File: src/rtl/pipe_pkg.sv
`default_nettype none
// ============================================================================
//  Module      : pipe_pkg
//  Description : Shared encodings and helpers for the pipeline hazard logic.
//  Revision    : 1.0 - initial release
// ============================================================================
package pipe_pkg;

    localparam logic [1:0] FWD_RF     = 2'b00;
    localparam logic [1:0] FWD_WB     = 2'b01;
    localparam logic [1:0] FWD_MEM    = 2'b10;
    localparam logic [1:0] DM2REG_MEM = 2'b01;

    typedef enum logic [0:0] {
        IDLE = 1'b0,
        BUSY = 1'b1
    } md_state_t;

    // $zero is hardwired, so it never creates a dependency.
    function automatic logic reg_match(input logic [4:0] a, input logic [4:0] b);
        return (a != 5'd0) && (a == b);
    endfunction

    function automatic logic [1:0] fwd_sel(
        input logic [4:0] src,
        input logic [4:0] wa_m,
        input logic       we_m,
        input logic [4:0] wa_w,
        input logic       we_w
    );
        if (we_m && reg_match(src, wa_m)) begin
            return FWD_MEM;
        end
        if (we_w && reg_match(src, wa_w)) begin
            return FWD_WB;
        end
        return FWD_RF;
    endfunction

endpackage
`default_nettype wire

File: src/rtl/md_seq.sv
`default_nettype none
// ============================================================================
//  Module      : md_seq
//  Description : Multiply/divide occupancy sequencer and HI/LO commit strobe.
//  Revision    : 1.0 - initial release
// ============================================================================
module md_seq
    import pipe_pkg::*;
#(
    parameter int MUL_CYCLES = 4,
    parameter int DIV_CYCLES = 32
) (
    input  logic clk,
    input  logic rst,
    input  logic start,
    input  logic div,
    output logic busy,
    output logic done
);

    localparam int MAX_CYCLES = (MUL_CYCLES > DIV_CYCLES) ? MUL_CYCLES : DIV_CYCLES;
    localparam int CNT_W      = (MAX_CYCLES > 1) ? $clog2(MAX_CYCLES) : 1;

    localparam logic [0:0]       ST_IDLE  = IDLE;
    localparam logic [0:0]       ST_BUSY  = BUSY;
    localparam logic [CNT_W-1:0] MUL_LOAD = CNT_W'(MUL_CYCLES - 1);
    localparam logic [CNT_W-1:0] DIV_LOAD = CNT_W'(DIV_CYCLES - 1);

    logic [0:0]       r_state;
    logic [CNT_W-1:0] r_cnt;

    // A start seen while BUSY is dropped; the decode stall keeps it from happening.
    always_ff @(posedge clk or posedge rst) begin
        if (rst) begin
            r_state <= ST_IDLE;
            r_cnt   <= '0;
        end else if (r_state == ST_IDLE) begin
            if (start) begin
                r_state <= ST_BUSY;
                r_cnt   <= div ? DIV_LOAD : MUL_LOAD;
            end
        end else begin
            if (r_cnt == '0) begin
                r_state <= ST_IDLE;
            end else begin
                r_cnt <= r_cnt - CNT_W'(1);
            end
        end
    end

    assign busy = (r_state == ST_BUSY);
    assign done = busy && (r_cnt == '0);

endmodule
`default_nettype wire

File: src/rtl/hazard_unit.sv
`default_nettype none
// ============================================================================
//  Module      : hazard_unit
//  Description : Forwarding, stall/flush and mult/div sequencing for the pipeline.
//  Revision    : 1.0 - initial release
// ============================================================================
module hazard_unit
    import pipe_pkg::*;
#(
    parameter int MUL_CYCLES = 4,
    parameter int DIV_CYCLES = 32
) (
    input  logic        clk,
    input  logic        rst,
    input  logic [4:0]  rs_d,
    input  logic [4:0]  rt_d,
    input  logic        branch_d,
    input  logic        jr_d,
    input  logic        md_op_d,
    input  logic        hilo_read_d,
    input  logic [4:0]  rs_e,
    input  logic [4:0]  rt_e,
    input  logic [4:0]  rf_wa_e,
    input  logic        we_reg_e,
    input  logic [1:0]  dm2reg_e,
    input  logic        md_start_e,
    input  logic        md_div_e,
    input  logic [4:0]  rf_wa_m,
    input  logic        we_reg_m,
    input  logic [1:0]  dm2reg_m,
    input  logic [4:0]  rf_wa_w,
    input  logic        we_reg_w,
    output logic        stall_f,
    output logic        stall_d,
    output logic        flush_e,
    output logic        forward_ad,
    output logic        forward_bd,
    output logic [1:0]  forward_ae,
    output logic [1:0]  forward_be,
    output logic        md_busy,
    output logic        hilo_we,
    output logic [15:0] stall_cnt
);

    logic        w_load_e;
    logic        w_load_m;
    logic        w_rs_used;
    logic        w_lw_stall;
    logic        w_br_stall;
    logic        w_md_stall;
    logic        w_stall;
    logic [15:0] r_stall_cnt;

    md_seq #(
        .MUL_CYCLES (MUL_CYCLES),
        .DIV_CYCLES (DIV_CYCLES)
    ) u_md_seq (
        .clk   (clk),
        .rst   (rst),
        .start (md_start_e),
        .div   (md_div_e),
        .busy  (md_busy),
        .done  (hilo_we)
    );

    assign w_load_e  = (dm2reg_e == DM2REG_MEM);
    assign w_load_m  = (dm2reg_m == DM2REG_MEM);
    assign w_rs_used = branch_d || jr_d;

    assign w_lw_stall = w_load_e && (reg_match(rf_wa_e, rs_d) || reg_match(rf_wa_e, rt_d));

    // Decode compares can only take alu_outm, so an E producer or an M load must wait.
    assign w_br_stall =
        (w_rs_used && ((we_reg_e && reg_match(rf_wa_e, rs_d)) ||
                       (w_load_m && reg_match(rf_wa_m, rs_d)))) ||
        (branch_d  && ((we_reg_e && reg_match(rf_wa_e, rt_d)) ||
                       (w_load_m && reg_match(rf_wa_m, rt_d))));

    assign w_md_stall = (md_op_d || hilo_read_d) && (md_busy || md_start_e);

    assign w_stall = !rst && (w_lw_stall || w_br_stall || w_md_stall);

    assign stall_f = w_stall;
    assign stall_d = w_stall;
    assign flush_e = w_stall;

    assign forward_ad = !rst && we_reg_m && !w_load_m && reg_match(rs_d, rf_wa_m);
    assign forward_bd = !rst && we_reg_m && !w_load_m && reg_match(rt_d, rf_wa_m);

    assign forward_ae = rst ? FWD_RF : fwd_sel(rs_e, rf_wa_m, we_reg_m, rf_wa_w, we_reg_w);
    assign forward_be = rst ? FWD_RF : fwd_sel(rt_e, rf_wa_m, we_reg_m, rf_wa_w, we_reg_w);

    always_ff @(posedge clk or posedge rst) begin
        if (rst) begin
            r_stall_cnt <= 16'd0;
        end else if (w_stall && (r_stall_cnt != 16'hFFFF)) begin
            r_stall_cnt <= r_stall_cnt + 16'd1;
        end
    end

    assign stall_cnt = r_stall_cnt;

endmodule
`default_nettype wire
File: config.mk
export PLATFORM = sky130hd
export DESIGN_NAME = hazard_unit
export DESIGN_NICKNAME = d
export VERILOG_FILES = /design/src/rtl/pipe_pkg.sv /design/src/rtl/md_seq.sv /design/src/rtl/hazard_unit.sv
export SDC_FILE = /design/constraint.sdc
export NUM_CORES = 1
export LEC_CHECK = 0
export ABC_AREA = 1
export BUFFER_PORTS_ARGS = -buffer_cell sky130_fd_sc_hd__clkbuf_2
export CORE_AREA = 10 10 65 94
export CTS_CLUSTER_SIZE = 30
export DETAILED_ROUTE_END_ITERATION = 8
export DIE_AREA = 0 0 75 104
export HOLD_SLACK_MARGIN = 0.1
export PLACE_DENSITY = 0.78
export SLEW_MARGIN = 20
export SYNTH_ARGS = -nofsm -noshare
export SYNTH_HDL_FRONTEND = slang
export SYNTH_HIERARCHICAL = 1
export SYNTH_SLANG_ARGS = --single-unit
File: constraint.sdc
create_clock -name clk -period 2.1 [get_ports clk]
set_input_delay 0.105 -clock clk [delete_from_list [all_inputs] [get_ports clk]]
set_output_delay 0.105 -clock clk [all_outputs]
set_load 0.02 [all_outputs]
==> results of run 1 <==
## how the worst min path moves through the flow
stage	depth (start not counted)	endpoint	startpoint	slack, ns
floorplan	1	u_md_seq/busy$_DFF_PP0_	rst	-0.10
global placement	2	u_md_seq/r_cnt[1]$_DFFE_PP0P_	rst	0.09
detailed placement	2	u_md_seq/r_cnt[3]$_DFFE_PP0P_	rst	0.09
CTS	3	u_md_seq/busy$_DFF_PP0_	md_start_e	0.18
global route	3	u_md_seq/busy$_DFF_PP0_	md_start_e	0.19
finish	3	u_md_seq/busy$_DFF_PP0_	md_start_e	0.18
## layout by cell type (no fill, tap or decap), drive strengths merged
master / instances
xnor2: 20
nand3: 30
nor3: 7
inv: 37
o22ai: 3
xor2: 18
nand3b: 1
or2: 2
dfrtp: 22
ha: 2
buf: 6
nor2: 32
clkbuf: 80
and2: 1
nand4: 25
a211oi: 4
dlygate4sd3: 1
nor4: 3
nand2: 90
clkinvlp: 1
o21ai: 2
o221ai: 1
a21oi: 4
o22a: 1
## sequential cells by signal, summed over array words and instances, names as in the netlist
signal,cells
stall_cnt,16
u_md_seq/busy,1
u_md_seq/r_cnt,5
## worst register-to-register path, stage by stage (launching register included)
cell     delay (ns)
dfrtp_1        0.45
ha_1           0.23
nand2_2        0.09
nor3_4         0.24
nand4_2        0.27
nand3_2        0.32
nand2_1        0.08
nand2_1        0.07
## power breakdown
group	total, mW	switching (mW)	leakage [nW]	internal [mW]
combinational	0.853	0.528	1.10	0.325
sequential	0.636	0.113	0.288	0.523
clock	0.313	0.145	0.0288	0.167
total	1.80	0.786	1.42	1.02
## final cells by class
type                    instances  area share, %
repair buffers                 83           16.7
multi-input cells             246           52.3
inverters                      38           5.60
well taps                      48           2.30
clock buffers                   4           2.11
flip-flops and latches         22           21.1
## logic make-up (layout without fill, tap and decap cells)
group / Yosys count / in the layout / share of synthesized area [%]
AND/OR/NAND/NOR: 191 / 191 / 42.1
buffers and inverters: 49 / 125 / 10.4
XOR/XNOR: 38 / 38 / 15.6
flip-flops: 22 / 22 / 25.7
AO/OA/AOI/OAI: 15 / 15 / 5.03
adder cells (fa/ha/maj): 2 / 2 / 1.17
## routing by layer
layer	track usage [%]	vias to the layer above	wire, um
met5	0	-	0
li1	-	1194	-
met1	16.2	1061	2290
met3	3.53	15	449
met2	28.4	90	3100
met4	6.93	0	179
## stage by stage
step           cell area, um^2  util (%)  worst slack (ns)  total power [mW]
2_1_floorplan             2140         -             0.375              1.25
3_3_place_gp              2540      56.9             0.386              1.48
3_5_place_dp              2540      56.9             0.331              1.51
4_1_cts                   2610      58.4             0.160              1.82
5_1_grt                   2610      58.5            0.0848              1.96
6_report                  2610      58.5             0.285              1.80
## repair_timing
| action | 4_1_cts | 5_1_grt |
|---|---|---|
| setup endpoints to repair | 0 | 1 |
| endpoints found under the hold margin | 8 | 0 |
| gates resized for setup | 0 | 1 |
| hold buffers | 1 | 0 |
==> flow_summary.toml, run 1 <==
[outcome]
outcome = "complete, no violations"

[global_routing]
grt_pass1_vias = 2456
overflow = 0
grt_max_degree = 23
track_usage_pct = 15.8
grt_pass1_wl_um = 10300
antenna_found_initial = 0

[critical_path]
r2r_start = "stall_cnt[0]$_DFFE_PP0P_"
rr_endpoint = "stall_cnt[11]$_DFFE_PP0P_"
crit_slowest_cell = "dfrtp_1"
cp_common_cell = "nand2_1"
crit_start = "stall_cnt[0]$_DFFE_PP0P_"
end_kind = "flip-flop"
cp_cell_sequence = "ha_1 -> nand2_2 -> nor3_4 -> nand4_2 -> nand3_2 -> nand2_1 -> nand2_1"
worstPathRequired_ns = 2.31
crit_buf_inv = 0
r2r.worst_path.cells = 7
cp.depth = 7
slowest_delay_ns = 0.45
r2r_setup_slack_ns = 0.29
endpoint = "stall_cnt[11]$_DFFE_PP0P_"
critPathLaunchType = "flip-flop"
critPathTopFamily = "simple AND/OR/NAND/NOR gates"
crit_arrival_ns = 2.02
cp_max_fo = 13
worstSetupPathType = "flip-flop to flip-flop"

[routing]
wl_um = 6020
ant_nets = 0
post_drt_wl_per_cell_um = 13.6
drt_iter0_markers = 102
vias = 2360
routed_via_density = 5.35
drcViolationCount = 0
drt_first_pass_iters = 4

[sta]
finalCriticalPeriod_ns = 1.81
worstMarginPinSlew_ns = 0.444
fmax_ghz = 0.551
hold_viol = 0
fin_hold_ws_ns = 0.175
tns_ns = 0
finalSetupViolCount = 0
fin_crit_sh_pct = 86.4
drv_slew = 0
skew_ns = 0.00201
relSlewSlack_pct = 70.1
rsz0062_at_grt = "false"

[clocking]
clk_pin_slew_ns = 0.08
cts.sink_count = 22
cts_tree = "built"
post-cts-setup-buffers = 0
clockBufferDepth = 2
tritoncts.num_buffers = 3
insertion_delay_ns = 0.26
cts_root_buffer = "clkbuf_8"
h-tree-depth = 1

[die]
die_h_um = 104
die-area_um2 = 7800
dieWidth_um = 75
rows = 30
start_util_pct = 47.9
core_um2 = 4470
io_pins = 77

[synth]
synth_area_um2 = 2140
synth_cells = 317
yosysMostFrequentCell = "nand2_1"
yosysUniqueCellTypes = 32
synth_area_per_cell_um2 = 6.75
async_flop_share_pct = 100
synth_nets = 369
synth_top_cell_by_area = "dfrtp_1"
synth_area_leaders = "dfrtp_1 26%, nand2_1 15%, xnor2_1 8.2%"
synthTopCellsByCount = "86 x nand2_1, 35 x inv_1, 31 x nor2_1"
synth.yosys.seq_area_share_pct = 25.7
yosys_warnings = 6
synth_top_area_share_pct = 25.7
ys_seq_elements = 22
synth_edf_count = 0
synthFlopType = "dfrtp_1"

[pwr]
peakVddDrop_mv = 0.313
p_per_area_nw_per_um2 = 690
p_leak_nw = 1.42

[layout]
areaGrowthSynthToFinish_pct = 22.2
num-fill-cells = 439
multi_input_area_um2 = 1370
seqCellArea_um2 = 551
fin_cells = 441
nNetsFinal = 446
drive_gt1_share_pct = 26.2
n_antenna_cell = 0

[job]
drv_cap = 0

[placed_design]
port_buffers = 76
hpwl_um = 5030
gp_congestion = 0.877
dp_cells = 436

[worst_hold_path]
hold_class = "input pin to flip-flop"
Power figures use the tool's default switching activity.
==> run 2, diff against run 1 <==
Clock period 2.1 ns to 1.95 ns, I/O delays scaled along.
==> flow_summary.toml, run 2 (synthesis gave the netlist of run 1 again) <==
[outcome]
outcome = "complete, no violations"

[pwr]
peakVddDrop_mv = 0.381
p_per_area_nw_per_um2 = 780
p_leak_nw = 1.43

[global_routing]
track_usage_pct = 16.3
grt_pass1_vias = 2450
antenna_found_initial = 0
grt_max_degree = 39
grt_pass1_wl_um = 10400
overflow = 0

[clocking]
cts_root_buffer = "clkbuf_8"
clockBufferDepth = 2
clk_pin_slew_ns = 0.08
tritoncts.num_buffers = 3
cts_resized = 0
cts.sink_count = 22
h-tree-depth = 1
insertion_delay_ns = 0.28
post-cts-setup-buffers = 0
cts_tree = "built"
cts_hold_buf = 1

[routing]
drt_iter0_markers = 127
vias = 2327
post_drt_wl_per_cell_um = 14.0
routed_via_density = 5.28
wl_um = 6190
drt_first_pass_iters = 4
ant_nets = 0
drcViolationCount = 0

[sta]
finalCriticalPeriod_ns = 1.73
rsz0062_at_grt = "false"
relSlewSlack_pct = 72.4
tns_ns = 0
worstMarginPinSlew_ns = 0.411
finalSetupViolCount = 0
drv_slew = 0
fmax_ghz = 0.579
fin_crit_sh_pct = 88.5
skew_ns = 0.00504
hold_viol = 0

[layout]
nNetsFinal = 446
drive_gt1_share_pct = 26.0
n_antenna_cell = 0
layout_commonest_cell = "nand2_1"
final_cell_mix = "86 x nand2_1, 76 x clkbuf_2, 35 x inv_1, 31 x nor2_1, 27 x nand3_1"
largest_register_ff_count = 16
seqCellArea_um2 = 551
fin_cells = 441
multi_input_area_um2 = 1370
num-fill-cells = 413
areaGrowthSynthToFinish_pct = 22.8

[die]
die_h_um = 104
die-area_um2 = 7800
rows = 30
dieWidth_um = 75
core_um2 = 4470
start_util_pct = 47.9
io_pins = 77

[critical_path]
worstPathRequired_ns = 1.85
worstSetupPathType = "input pin to output port"
end_kind = "output port"
crit_arrival_ns = 1.63
critPathLaunchType = "input pin"
cp_max_fo = 38

[job]
drv_cap = 0

[placed_design]
hpwl_um = 5110
dp_cells = 436
port_buffers = 76
gp_congestion = 0.867

[worst_hold_path]
hold_class = "input pin to flip-flop"
[run 2: cell types whose count changed in the layout (fill, tap and decap cells not counted), sizes merged]
cell,before,now
bufinv,0,1
clkbuf,80,79
clkinvlp,1,0
inv,37,38
[run 2: cell type report]
cell class	count	share of cell area (%)
repair buffers	83	16.6
well taps	48	2.29
flip-flops and latches	22	21.0
clock buffers	3	1.57
clock inverters	1	1.14
inverters	38	5.43
multi-input cells	246	52.0
[run 2: final timing paths]
kind | cells after the start | from | slack (ns) | end
worst max-delay path | 7 | rst | 0.22 | stall_f
worst max register to register | 7 | stall_cnt[0]$_DFFE_PP0P_ | 0.26 | stall_cnt[11]$_DFFE_PP0P_
worst min register to register | 2 | stall_cnt[15]$_DFFE_PP0P_ | 0.55 | stall_cnt[15]$_DFFE_PP0P_
worst min-delay path | 3 | md_start_e | 0.16 | u_md_seq/busy$_DFF_PP0_
max in group asynchronous | 4 | rst | 1.10 | stall_cnt[7]$_DFFE_PP0P_
min in group asynchronous | 3 | rst | 0.37 | u_md_seq/r_cnt[1]$_DFFE_PP0P_
[run 2: where the power goes]
part	switching, mW	internal (mW)
clock	0.165	0.275
sequential	0.122	0.563
combinational	0.573	0.349
total	0.860	1.19
[run 2: routing by layer]
| metal | share of wire (%) | global-route usage, % |
|---|---|---|
| met1 | 38 | 16.1 |
| met2 | 53 | 30.0 |
| met3 | 7.8 | 4.20 |
| met4 | 1.9 | 6.79 |
| met5 | 0 | 0 |
[run 2: through the flow]
stage                     instance area [um^2]  power (mW)  setup WS [ns]  hold slack, ns  utilization [%]
after floorplan                           2140        1.35          0.225          -0.112                -
after global placement                    2540        1.59          0.315           0.100             56.9
after detailed placement                  2540        1.62          0.284           0.113             56.9
after CTS                                 2630        2.07          0.206           0.155             58.8
after global routing                      2630        2.21         0.0983           0.162             58.8
final                                     2630        2.05          0.224           0.157             58.8
[run 2: critical path: stages]
cell	delay (ns)
dlygate4sd3_1	0.54
clkbuf_2	0.17
inv_1	0.09
buf_4	0.37
nand2_1	0.10
inv_1	0.09
clkbuf_2	0.17
==> run 3, diff against run 2 <==
Settings changed: CORE_AREA 10 10 65 94 to 10 10 71 103, DIE_AREA 0 0 75 104 to 0 0 81 113, PLACE_DENSITY 0.78 to 0.65.
==> flow_summary.toml, run 3 (synthesis gave the netlist of run 1 again) <==
[outcome]
outcome = "complete, no violations"

[routing]
drcViolationCount = 0
vias = 2314
drt_first_pass_iters = 5
routed_via_density = 4.99
post_drt_wl_per_cell_um = 13.3
wl_um = 6170
drt_iter0_markers = 90
ant_nets = 0

[placed_design]
port_buffers = 76
pre_cts_ws_ns = 0.193
gp_congestion = 0.905
place_area_um2 = 2590
hpwl_um = 5220

[critical_path]
worstSetupPathType = "flip-flop to flip-flop"
cp_max_fo = 13
cp_common_cell = "nand2_1"
crit_arrival_ns = 1.95
crit_slowest_cell = "dfrtp_1"
critPathTopFamily = "simple AND/OR/NAND/NOR gates"
critPathLaunchType = "flip-flop"
slowest_delay_ns = 0.41
crit_buf_inv = 0
worstPathRequired_ns = 2.15
cp_cell_sequence = "ha_1 -> nand2_2 -> nor3_4 -> nand4_2 -> nand3_2 -> nand2_1 -> nand2_1"
end_kind = "flip-flop"

[layout]
largest_register_ff_count = 16
n_antenna_cell = 0
final_cell_area_um2 = 2640
final_cell_mix = "86 x nand2_1, 76 x clkbuf_2, 35 x inv_1, 31 x nor2_1, 27 x nand3_1"
layout_commonest_cell = "nand2_1"
nNetsFinal = 448
drive_gt1_share_pct = 26.1
areaGrowthSynthToFinish_pct = 23.3

[pwr]
p_per_area_nw_per_um2 = 723
switching_share_pct = 44.2
peakVddDrop_mv = 0.346
combPwrFrac_pct = 49.7
p_leak_nw = 1.43
p_int_mw = 1.06
p_switching_uw = 843
totalPowerFinal_mw = 1.91
seqPwrFrac_pct = 35.2
clkPwrFrac_pct = 15.1

[sta]
tns_ns = 0
rsz0062_at_grt = "false"
hold_viol = 0
worstMarginPinSlew_ns = 0.416
finalCriticalPeriod_ns = 1.75
skew_ns = 0.00226
setup_slack_ns = 0.201
fin_crit_sh_pct = 89.7
fin_hold_ws_ns = 0.162
drv_slew = 0
relSlewSlack_pct = 72.3
fmax_ghz = 0.572
finalSetupViolCount = 0

[global_routing]
grt_pass1_wl_um = 10400
antenna_found_initial = 0
grt_max_degree = 39
overflow = 0
track_usage_pct = 13.4
grt_pass1_vias = 2414

[clocking]
h-tree-depth = 1
clockBufferDepth = 2
tritoncts.num_buffers = 3
insertion_delay_ns = 0.26
clk_pin_slew_ns = 0.08
cts.sink_count = 22
cts_tree = "built"
cts_root_buffer = "clkbuf_8"

[die]
die-area_um2 = 9150
io_pins = 77
core_um2 = 5450
dieWidth_um = 81
die_h_um = 113
start_util_pct = 39.2
rows = 33

[job]
drv_cap = 0

[worst_hold_path]
hold_class = "input pin to flip-flop"
[run 3: cell count changes in the layout (fill, tap and decap cells not counted), sizes merged]
cell	before	now
buf	6	8
bufinv	1	0
[run 3: repair_timing]
item                      in CTS  in global routing
hold buffers                   1                  0
hold endpoints to repair      22                  0
resized for setup              0                  0
buffers inserted               0                  0
[run 3: worst paths after layout]
kind	end	slack [ns]	from	cells past startpoint
max in group asynchronous	stall_cnt[2]$_DFFE_PP0P_	1.09	rst	4
max	stall_cnt[11]$_DFFE_PP0P_	0.20	stall_cnt[1]$_DFFE_PP0P_	7
min in group asynchronous	u_md_seq/r_cnt[0]$_DFFE_PP0P_	0.37	rst	3
min reg2reg	stall_cnt[3]$_DFFE_PP0P_	0.53	stall_cnt[3]$_DFFE_PP0P_	2
min	u_md_seq/r_cnt[4]$_DFFE_PP0P_	0.16	md_div_e	5
max reg2reg	stall_cnt[11]$_DFFE_PP0P_	0.20	stall_cnt[1]$_DFFE_PP0P_	7
[run 3: layer usage]
| layer | global-route usage, % | part of all wire, % |
|---|---|---|
| met5 | 0 | 0 |
| met4 | 5.10 | 2.1 |
| met3 | 4.36 | 8.7 |
| met2 | 25.0 | 51 |
| met1 | 13.0 | 38 |
[run 3: worst reg2reg max path: cells and delay by family (launching register included)]
family | cells | cell delay [ns]
and+or+nand+nor | 6 | 1.06
adders and majority gates | 1 | 0.22
DFF | 1 | 0.41
[run 3: area by class of cell]
| cell class | count | area [um^2] |
|---|---|---|
| Tap cell | 70 | 87.6 |
| Timing Repair Buffer | 85 | 450 |
| Sequential cell | 22 | 551 |
| Multi-Input combinational cell | 246 | 1370 |
| Fill cell | 585 | 2810 |
| Inverter | 38 | 143 |
| Clock buffer | 3 | 41.3 |
[run 3: power by group through the flow]
stage | combinational (mW) | clock (mW) | sequential (mW)
floorplan | 0.601 | 0 | 0.746
global placement | 0.948 | 0 | 0.678
detailed placement | 0.953 | 0 | 0.683
CTS | 0.958 | 0.292 | 0.673
global route | 1.08 | 0.307 | 0.691
finish | 0.948 | 0.287 | 0.671
[run 3: stage by stage]
| step | std cells | utilization [%] |
|---|---|---|
| floorplan | 317 | - |
| global route | 464 | 48.4 |
| CTS | 464 | 48.4 |
| global placement | 460 | 47.5 |
| detailed placement | 460 | 47.5 |
| finish | 464 | 48.4 |
